**config.mk**
```make
export PLATFORM = sky130hd
export DESIGN_NAME = regfile_sb
export DESIGN_NICKNAME = d
export VERILOG_FILES = /design/src/rtl/regfile_sb.sv
export SDC_FILE = /design/constraint.sdc
export NUM_CORES = 2
export LEC_CHECK = 0
export CAP_MARGIN = 15
export CORE_MARGIN = 2
export CORE_UTILIZATION = 40
export DETAILED_ROUTE_END_ITERATION = 10
export PLACE_DENSITY = 0.6
export SYNTH_ARGS = -nofsm -noshare
export SYNTH_HDL_FRONTEND = slang
export SYNTH_SLANG_ARGS = --single-unit
export TNS_END_PERCENT = 5
```
**constraint.sdc**
```tcl
create_clock -name clk -period 6.5 [get_ports clk]
set_input_delay 1.625 -clock clk [delete_from_list [all_inputs] [get_ports clk]]
set_output_delay 1.625 -clock clk [all_outputs]
set_load 0.005 [all_outputs]
```
**src/rtl/regfile_sb.sv**
```systemverilog
// regfile_sb -- integer register file with a per-register pending-write
// scoreboard.
//
// Holds NREGS x XLEN registers (x0 hardwired to zero) written by the
// writeback stage. Decode reads them through two combinational ports. Each
// register r != 0 also has a CNTW-bit pending counter. Decode increments it
// when it issues an instruction that writes r, and a writeback to r
// decrements it. The busy flags let decode stall on RAW hazards.
//
// Ports:
//   clk, rst_n              clock; synchronous active-low reset
//   i_wr_addr/data/en       writeback write port (also retires pending writes)
//   i_rs1_addr, i_rs2_addr  read port addresses
//   o_rs1_data, o_rs2_data  read port data (combinational)
//   o_rs1_busy, o_rs2_busy  source has an outstanding write not yet visible
//   i_issue_en, i_issue_rd  decode issues an instruction writing i_issue_rd
//   o_sb_full               counter of i_issue_rd is saturated; hold issue
//   o_sb_err                sticky: issue while full, or retire with count 0
//
// Build option: define REGFILE_BYPASS_EN to forward same-cycle writeback data
// to the read ports. In that case busy ignores the write being retired.
module regfile_sb #(
    parameter int unsigned XLEN  = 32,
    parameter int unsigned NREGS = 32,
    parameter int unsigned AW    = 5,
    parameter int unsigned CNTW  = 2
) (
    input  logic            clk,
    input  logic            rst_n,
    input  logic [AW-1:0]   i_wr_addr,
    input  logic [XLEN-1:0] i_wr_data,
    input  logic            i_wr_en,
    input  logic [AW-1:0]   i_rs1_addr,
    input  logic [AW-1:0]   i_rs2_addr,
    output logic [XLEN-1:0] o_rs1_data,
    output logic [XLEN-1:0] o_rs2_data,
    output logic            o_rs1_busy,
    output logic            o_rs2_busy,
    input  logic            i_issue_en,
    input  logic [AW-1:0]   i_issue_rd,
    output logic            o_sb_full,
    output logic            o_sb_err
);

    logic [XLEN-1:0] regs_q [NREGS];
    logic [XLEN-1:0] regs_d [NREGS];
    logic [CNTW-1:0] cnt_q  [NREGS];
    logic [CNTW-1:0] cnt_d  [NREGS];
    logic            err_q;
    logic            err_d;
    logic            full;
    logic            inc;
    logic            dec;

    always_comb begin
        full = (i_issue_rd != '0) && (cnt_q[i_issue_rd] == '1);
    end

    always_comb begin
        regs_d = regs_q;
        cnt_d  = cnt_q;
        err_d  = err_q;
        inc    = 1'b0;
        dec    = 1'b0;

        if (i_issue_en && full) begin
            err_d = 1'b1;
        end

        if (i_wr_en && (i_wr_addr != '0)) begin
            regs_d[i_wr_addr] = i_wr_data;
        end

        // x0 has no counter activity; start at 1.
        for (int unsigned r = 1; r < NREGS; r++) begin
            inc = i_issue_en && (i_issue_rd == AW'(r)) && !full;
            dec = i_wr_en && (i_wr_addr == AW'(r));
            if (inc && !dec) begin
                cnt_d[r] = cnt_q[r] + CNTW'(1);
            end else if (dec && !inc) begin
                if (cnt_q[r] == '0) begin
                    err_d = 1'b1;
                end else begin
                    cnt_d[r] = cnt_q[r] - CNTW'(1);
                end
            end
        end
    end

    always_ff @(posedge clk) begin
        if (!rst_n) begin
            for (int unsigned r = 0; r < NREGS; r++) begin
                regs_q[r] <= '0;
                cnt_q[r]  <= '0;
            end
            err_q <= 1'b0;
        end else begin
            regs_q <= regs_d;
            cnt_q  <= cnt_d;
            err_q  <= err_d;
        end
    end

    always_comb begin
        o_rs1_data = (i_rs1_addr == '0) ? '0 : regs_q[i_rs1_addr];
        o_rs1_busy = (i_rs1_addr != '0) && (cnt_q[i_rs1_addr] != '0);
`ifdef REGFILE_BYPASS_EN
        // The write retiring this cycle is forwarded, so only writes still
        // behind it keep the source busy.
        if (i_wr_en && (i_wr_addr != '0) && (i_wr_addr == i_rs1_addr)) begin
            o_rs1_data = i_wr_data;
            o_rs1_busy = cnt_q[i_rs1_addr] > CNTW'(1);
        end
`endif
    end

    always_comb begin
        o_rs2_data = (i_rs2_addr == '0) ? '0 : regs_q[i_rs2_addr];
        o_rs2_busy = (i_rs2_addr != '0) && (cnt_q[i_rs2_addr] != '0);
`ifdef REGFILE_BYPASS_EN
        if (i_wr_en && (i_wr_addr != '0) && (i_wr_addr == i_rs2_addr)) begin
            o_rs2_data = i_wr_data;
            o_rs2_busy = cnt_q[i_rs2_addr] > CNTW'(1);
        end
`endif
    end

    assign o_sb_full = full;
    assign o_sb_err  = err_q;

endmodule

```
== Yosys cells after proc, flatten, opt, wreduce, memory -nomap -nowiden ==
Index checks and enable logic that the tools add are counted.

* Output and inout port bits: 68
* Bits of input ports: 56
* Flip-flop bits (word level): 1,087
* Logic and storage cells: 761

* Eq/ne operators: 94
* Reductions and logical operators: 325
* Muxes and demuxes: 207
* Magnitude comparators: 5
* Bitwise logic cells: 4
* Add/subtract/negate cells: 62

{| class="wikitable"
|+ Operator list
! kind !! count
|-
| bitwise mux 1024 bit || 1
|-
| binary-select mux 32 bit (select 5 bit) || 2
|-
| 2-to-1 mux 32 bit || 7
|-
| 2-to-1 mux 2 bit || 99
|-
| logical AND 1 bit || 161
|-
| demux 32 bit (select 5 bit) || 1
|-
| equality test 5 bit, second input constant || 32
|-
| 2-to-1 mux 1 bit || 94
|-
| equality test 5 x 4 -> 1 bit, second input constant || 16
|-
| nonzero test 2 bit || 33
|-
| logical NOT 1 bit || 63
|-
| adder 2 x 1 -> 2 bit, second input constant || 31
|-
| logical NOT 2 bit || 31
|-
| inequality test 2 bit, second input constant || 31
|-
| AND reduction 2 bit || 31
|-
| subtractor 2 x 1 -> 2 bit, second input constant || 31
|-
| equality test 5 x 3 -> 1 bit, second input constant || 8
|-
| binary-select mux 2 bit (select 5 bit) || 3
|-
| greater-or-equal comparator 6 bit, second input constant || 4
|-
| NOT 5 -> 6 bit || 4
|-
| equality test 5 x 2 -> 1 bit, second input constant || 4
|-
| nonzero test 5 bit || 4
|-
| equality test 5 x 1 -> 1 bit, second input constant || 2
|-
| logical NOT 5 bit || 2
|-
| 2 further kinds || 2
|}

== Longest topological paths before layout ==
* Depth after elaboration: 102
* Depth in mapped cells: 15
* Mapped depth without buffers: 11

== Worst setup path before layout ==
Ideal clock, no wire load.

* Path kind: in2out
* Start: input i_rs1_addr[0]
* End: output o_rs1_data[24]
* Buffers on the path: 3
* Required time: 4.875 ns
* Data arrival time: 3.595 ns
* Stages: 7
* Setup slack: 1.280 ns
* Cells stage by stage: clkbuf_1 -> buf_2 -> buf_2 -> mux4_2 -> mux4_2 -> mux2i_1 -> nor2_1

* Cells in the longest elaborated chain, start to end: 5
* Elaborated cells on any way between the ends: 6
* Those cells by class: mux: 4; bitwise: 1; reduce/logical: 1

{| class="wikitable"
|+ RTL lines
! item !! RTL line !! RTL
|-
| from (decl) || 33 || <nowiki>input logic [AW-1:0] i_rs1_addr,</nowiki>
|-
| NOT 5 -> 6 bit (not written as such) || 105 || <nowiki>o_rs1_data = (i_rs1_addr == '0) ? '0 : regs_q[i_rs1_addr];</nowiki>
|-
| binary-select mux 32 bit (select 5 bit) || 105 ||
|-
| 2-to-1 mux 32 bit (not written as such) (2 in series) || 105 ||
|-
| 2-to-1 mux 32 bit * || 105 ||
|-
| to (decl) || 35 || <nowiki>output logic [XLEN-1:0] o_rs1_data,</nowiki>
|}

Mark *: on every way between the ends. The rest lies on a longest branch, timed or not. The select of a mux whose other input is x is not followed.

== Worst setup path after layout ==
* Start: input i_rs2_addr[1]
* End: output o_rs2_data[1]

* Cells in the longest elaborated chain, start to end: 5
* Elaborated cells on any way between the ends: 6
* Those cells by class: mux: 4; bitwise: 1; reduce/logical: 1

{| class="wikitable"
|+ RTL lines
! item !! RTL line !! RTL
|-
| from (decl) || 34 || <nowiki>input logic [AW-1:0] i_rs2_addr,</nowiki>
|-
| NOT 5 -> 6 bit (not written as such) || 118 || <nowiki>o_rs2_data = (i_rs2_addr == '0) ? '0 : regs_q[i_rs2_addr];</nowiki>
|-
| binary-select mux 32 bit (select 5 bit) || 118 ||
|-
| 2-to-1 mux 32 bit (not written as such) (2 in series) || 118 ||
|-
| 2-to-1 mux 32 bit * || 118 ||
|-
| to (decl) || 36 || <nowiki>output logic [XLEN-1:0] o_rs2_data,</nowiki>
|}

Marked as above.

==> impl_metrics.env <==
export IMPL_fin_tns_setup_ps=0
export IMPL_antenna_found_initial=14
export IMPL_max_stage_delay_ps=530
export IMPL_reg2reg_setup_slack_ps=2690
export IMPL_synth_cells=6174
export IMPL_setup_viol=0
export IMPL_overflow=0
export IMPL_vias_per_cell=6.15
export IMPL_cts_tree="yes"
export IMPL_critical_path_cell_count=7
export IMPL_rows=141
export IMPL_dp_cells=7817
export IMPL_io_buffers=123
export IMPL_postCtsSetupRepairBufs=0
export IMPL_cts_max_level=3
export IMPL_hold_violations=0
export IMPL_firstDrtPassIters=6
export IMPL_start_util_pct=40.3
export IMPL_hold_buffers=0
export IMPL_hp_class="flip-flop to flip-flop"
export IMPL_crit_required_ps=4880
export IMPL_drc=0
export IMPL_synth_ff_latch_count=1087
export IMPL_synth_most_common_cell="nand2_1"
export IMPL_vias=49600
export IMPL_cts_path_max_buffers=3
export IMPL_hold_ws_ps=477
export IMPL_pin_count=124
export IMPL_grt_pass1_wl_um=332000
export IMPL_async_reset_ff_share_pct=0
export IMPL_synthFlopType="dfxtp_1"
export IMPL_ant_nets=0
export IMPL_worstHoldPathCells=2
export IMPL_yosysTopAreaCell="dfxtp_1"
export IMPL_synth_edf_count=0
export IMPL_worstMarginPinSlew_ps=1210
export IMPL_rsz0062_at_grt="no"
export IMPL_synth_yosys_warnings=0
export IMPL_num_nets_final=6145
export IMPL_clock_latency_ps=750
export IMPL_routabilityCongestion=0.920
export IMPL_max_cap_violations=0
export IMPL_crit_type="primary input to output port"
export IMPL_root_buffer="clkbuf_16"
export IMPL_status="finished, final reports clean"
export IMPL_synth_nets=6292
export IMPL_drive_above_1_share_pct=19.0
export IMPL_cp_start_kind="primary input"
export IMPL_crit_arrival_ps=4560
export IMPL_crit_family="buffers and inverters"
export IMPL_crit_buf_inv=3
export IMPL_synthTopCellsByArea="dfxtp_1 37%, mux4_2 25%, a21boi_0 13%"
export IMPL_fin_crit_sh_pct=95.1
export IMPL_die_x_um=390
export IMPL_clock_sinks=1087
export IMPL_dp_hpwl_um=126000
export IMPL_core_region_area_um2=148000
export IMPL_synth_seq_area_share_pct=36.5
export IMPL_grt_use_total_pct=29.7
export IMPL_fin_worst_skew_ps=44.7
export IMPL_r2r_cells=11
export IMPL_routed_wl_um=229000
export IMPL_grt_max_degree=219
export IMPL_yosys_area_top_type_share_pct=36.5
export IMPL_critPathSlowestCell="mux2i_1"
export IMPL_r2r_start="cnt_q[1]$_SDFFE_PN0P_"
export IMPL_synth_cell_types=48
export IMPL_grt_pass1_vias=48000
export IMPL_r2r_end="o_sb_err$_SDFF_PN0_"
export IMPL_setup_worst_path_start="i_rs2_addr[1]"
export IMPL_fin_crit_ps=6180
export IMPL_die_h_um=390
export IMPL_ir_worst_vdd_mv=0.201
export IMPL_clk_pin_slew_ps=60
export IMPL_dieArea_um2=152000
export IMPL_setup_worst_path_end_class="output port"
export IMPL_cp_cell_sequence="buf_8, buf_12, mux4_2, mux4_2, mux2i_1, nor2_1, clkdlybuf4s50_1"
export IMPL_crit_end="o_rs2_data[1]"
export IMPL_fmax_mhz=162
export IMPL_powerDensity_nw_per_um2=225
export IMPL_cp_common_cell="mux4_2"
export IMPL_cts_made_buffers=119
export IMPL_wire_per_inst_um=28.5
export IMPL_area_growth_synth_to_final_pct=13.2
export IMPL_critical_path_max_fanout=63
export IMPL_drtIter0Drc=6663
export IMPL_syn_area_per_cell_um2=9.65
export IMPL_netlist_area_um2=59600
export IMPL_final_max_slew_violation_count=0
export IMPL_synthTopCellsByCount="2057 x nand2_1, 1087 x dfxtp_1, 1054 x a21boi_0"
export IMPL_cts_resized=0
export IMPL_fin_cells=8060
export IMPL_maxSlewHeadroom_pct=18.9
export IMPL_p_leak_uw=0.0220
[layout by cell type (no fill, tap or decap), drive strengths merged, types with 28 or more instances in the layout]
master / netlist / final
nor2: 139 / 139
ha: 62 / 62
and2: 38 / 38
nor2b: 74 / 74
inv: 31 / 34
clkbuf: 385 / 179
a21boi: 1054 / 1054
nand4: 28 / 28
dfxtp: 1087 / 1087
mux2i: 70 / 70
nor3b: 34 / 34
o21ai: 101 / 101
clkdlybuf4s50: 0 / 112
nor4b: 31 / 31
nand2: 2057 / 2057
mux4: 669 / 669
buf: 218 / 218
[worst min path at each step]
| stage | start | endpoint | slack [ps] |
|---|---|---|---|
| after CTS | regs_q[134]$_SDFFE_PN0P_ | regs_q[134]$_SDFFE_PN0P_ | 480 |
| after floorplan | regs_q[1000]$_SDFFE_PN0P_ | regs_q[1000]$_SDFFE_PN0P_ | 440 |
| after global placement | regs_q[1019]$_SDFFE_PN0P_ | regs_q[1019]$_SDFFE_PN0P_ | 460 |
| final | regs_q[284]$_SDFFE_PN0P_ | regs_q[284]$_SDFFE_PN0P_ | 480 |
| after detailed placement | regs_q[1021]$_SDFFE_PN0P_ | regs_q[1021]$_SDFFE_PN0P_ | 460 |
| after global routing | regs_q[915]$_SDFFE_PN0P_ | regs_q[915]$_SDFFE_PN0P_ | 490 |
[report_power, final]
| part | switching [µW] | internal [µW] |
|---|---|---|
| Combinational | 719 | 480 |
| Clock | 3000 | 4200 |
| Sequential | 34.1 | 6710 |
| Total | 3750 | 11400 |
[area by class of cell]
type	count	area, µm²
clock buffers	174	3500
inverters	31	116
clock inverters	47	626
repair buffers	335	3580
flip-flops and latches	1087	21800
multi-input cells	4453	35400
fillers	13700	80400
diodes	3	7.51
well taps	1930	2410
[cell families after synthesis]
kind of cell             synth area share [%]
AO/OA/AOI/OAI                            14.4
flip-flops                               36.5
adder cells (fa/ha/maj)                  1.30
multiplexers                             26.5
AND/OR/NAND/NOR                          17.1
buffers and inverters                    4.18
[registers in the layout, summed over array words and instances, names as in the netlist]
signal / flops
regs_q: 1024
cnt_q: 62
o_sb_err: 1
[metal layers]
layer,track usage (%),up-vias,part of all wire (%)
li1,-,21400,-
met3,6.60,697,11
met5,0,-,0.030
met4,14.6,10,5.3
met2,46.3,2849,45
met1,39.0,24600,39
[tightest hold or removal path: stages (launching register included)]
cell and delay [ps]:
dfxtp_1 310, nand2_1 50, a21boi_0 60
[metrics by stage]
| step | cell area [µm²] | util (%) | total power (µW) | setup WS, ps |
|---|---|---|---|---|
| finish | 67400 | 45.6 | 15100 | 316 |
| global route | 67400 | 45.6 | 15500 | 315 |
| CTS | 67000 | 45.3 | 15200 | 421 |
| detailed placement | 62900 | 42.5 | 8040 | 437 |
| global placement | 62900 | 42.5 | 8030 | 404 |
| floorplan | 59600 | - | 7620 | 1280 |
Note: power is estimated with default switching activity, not from simulation.
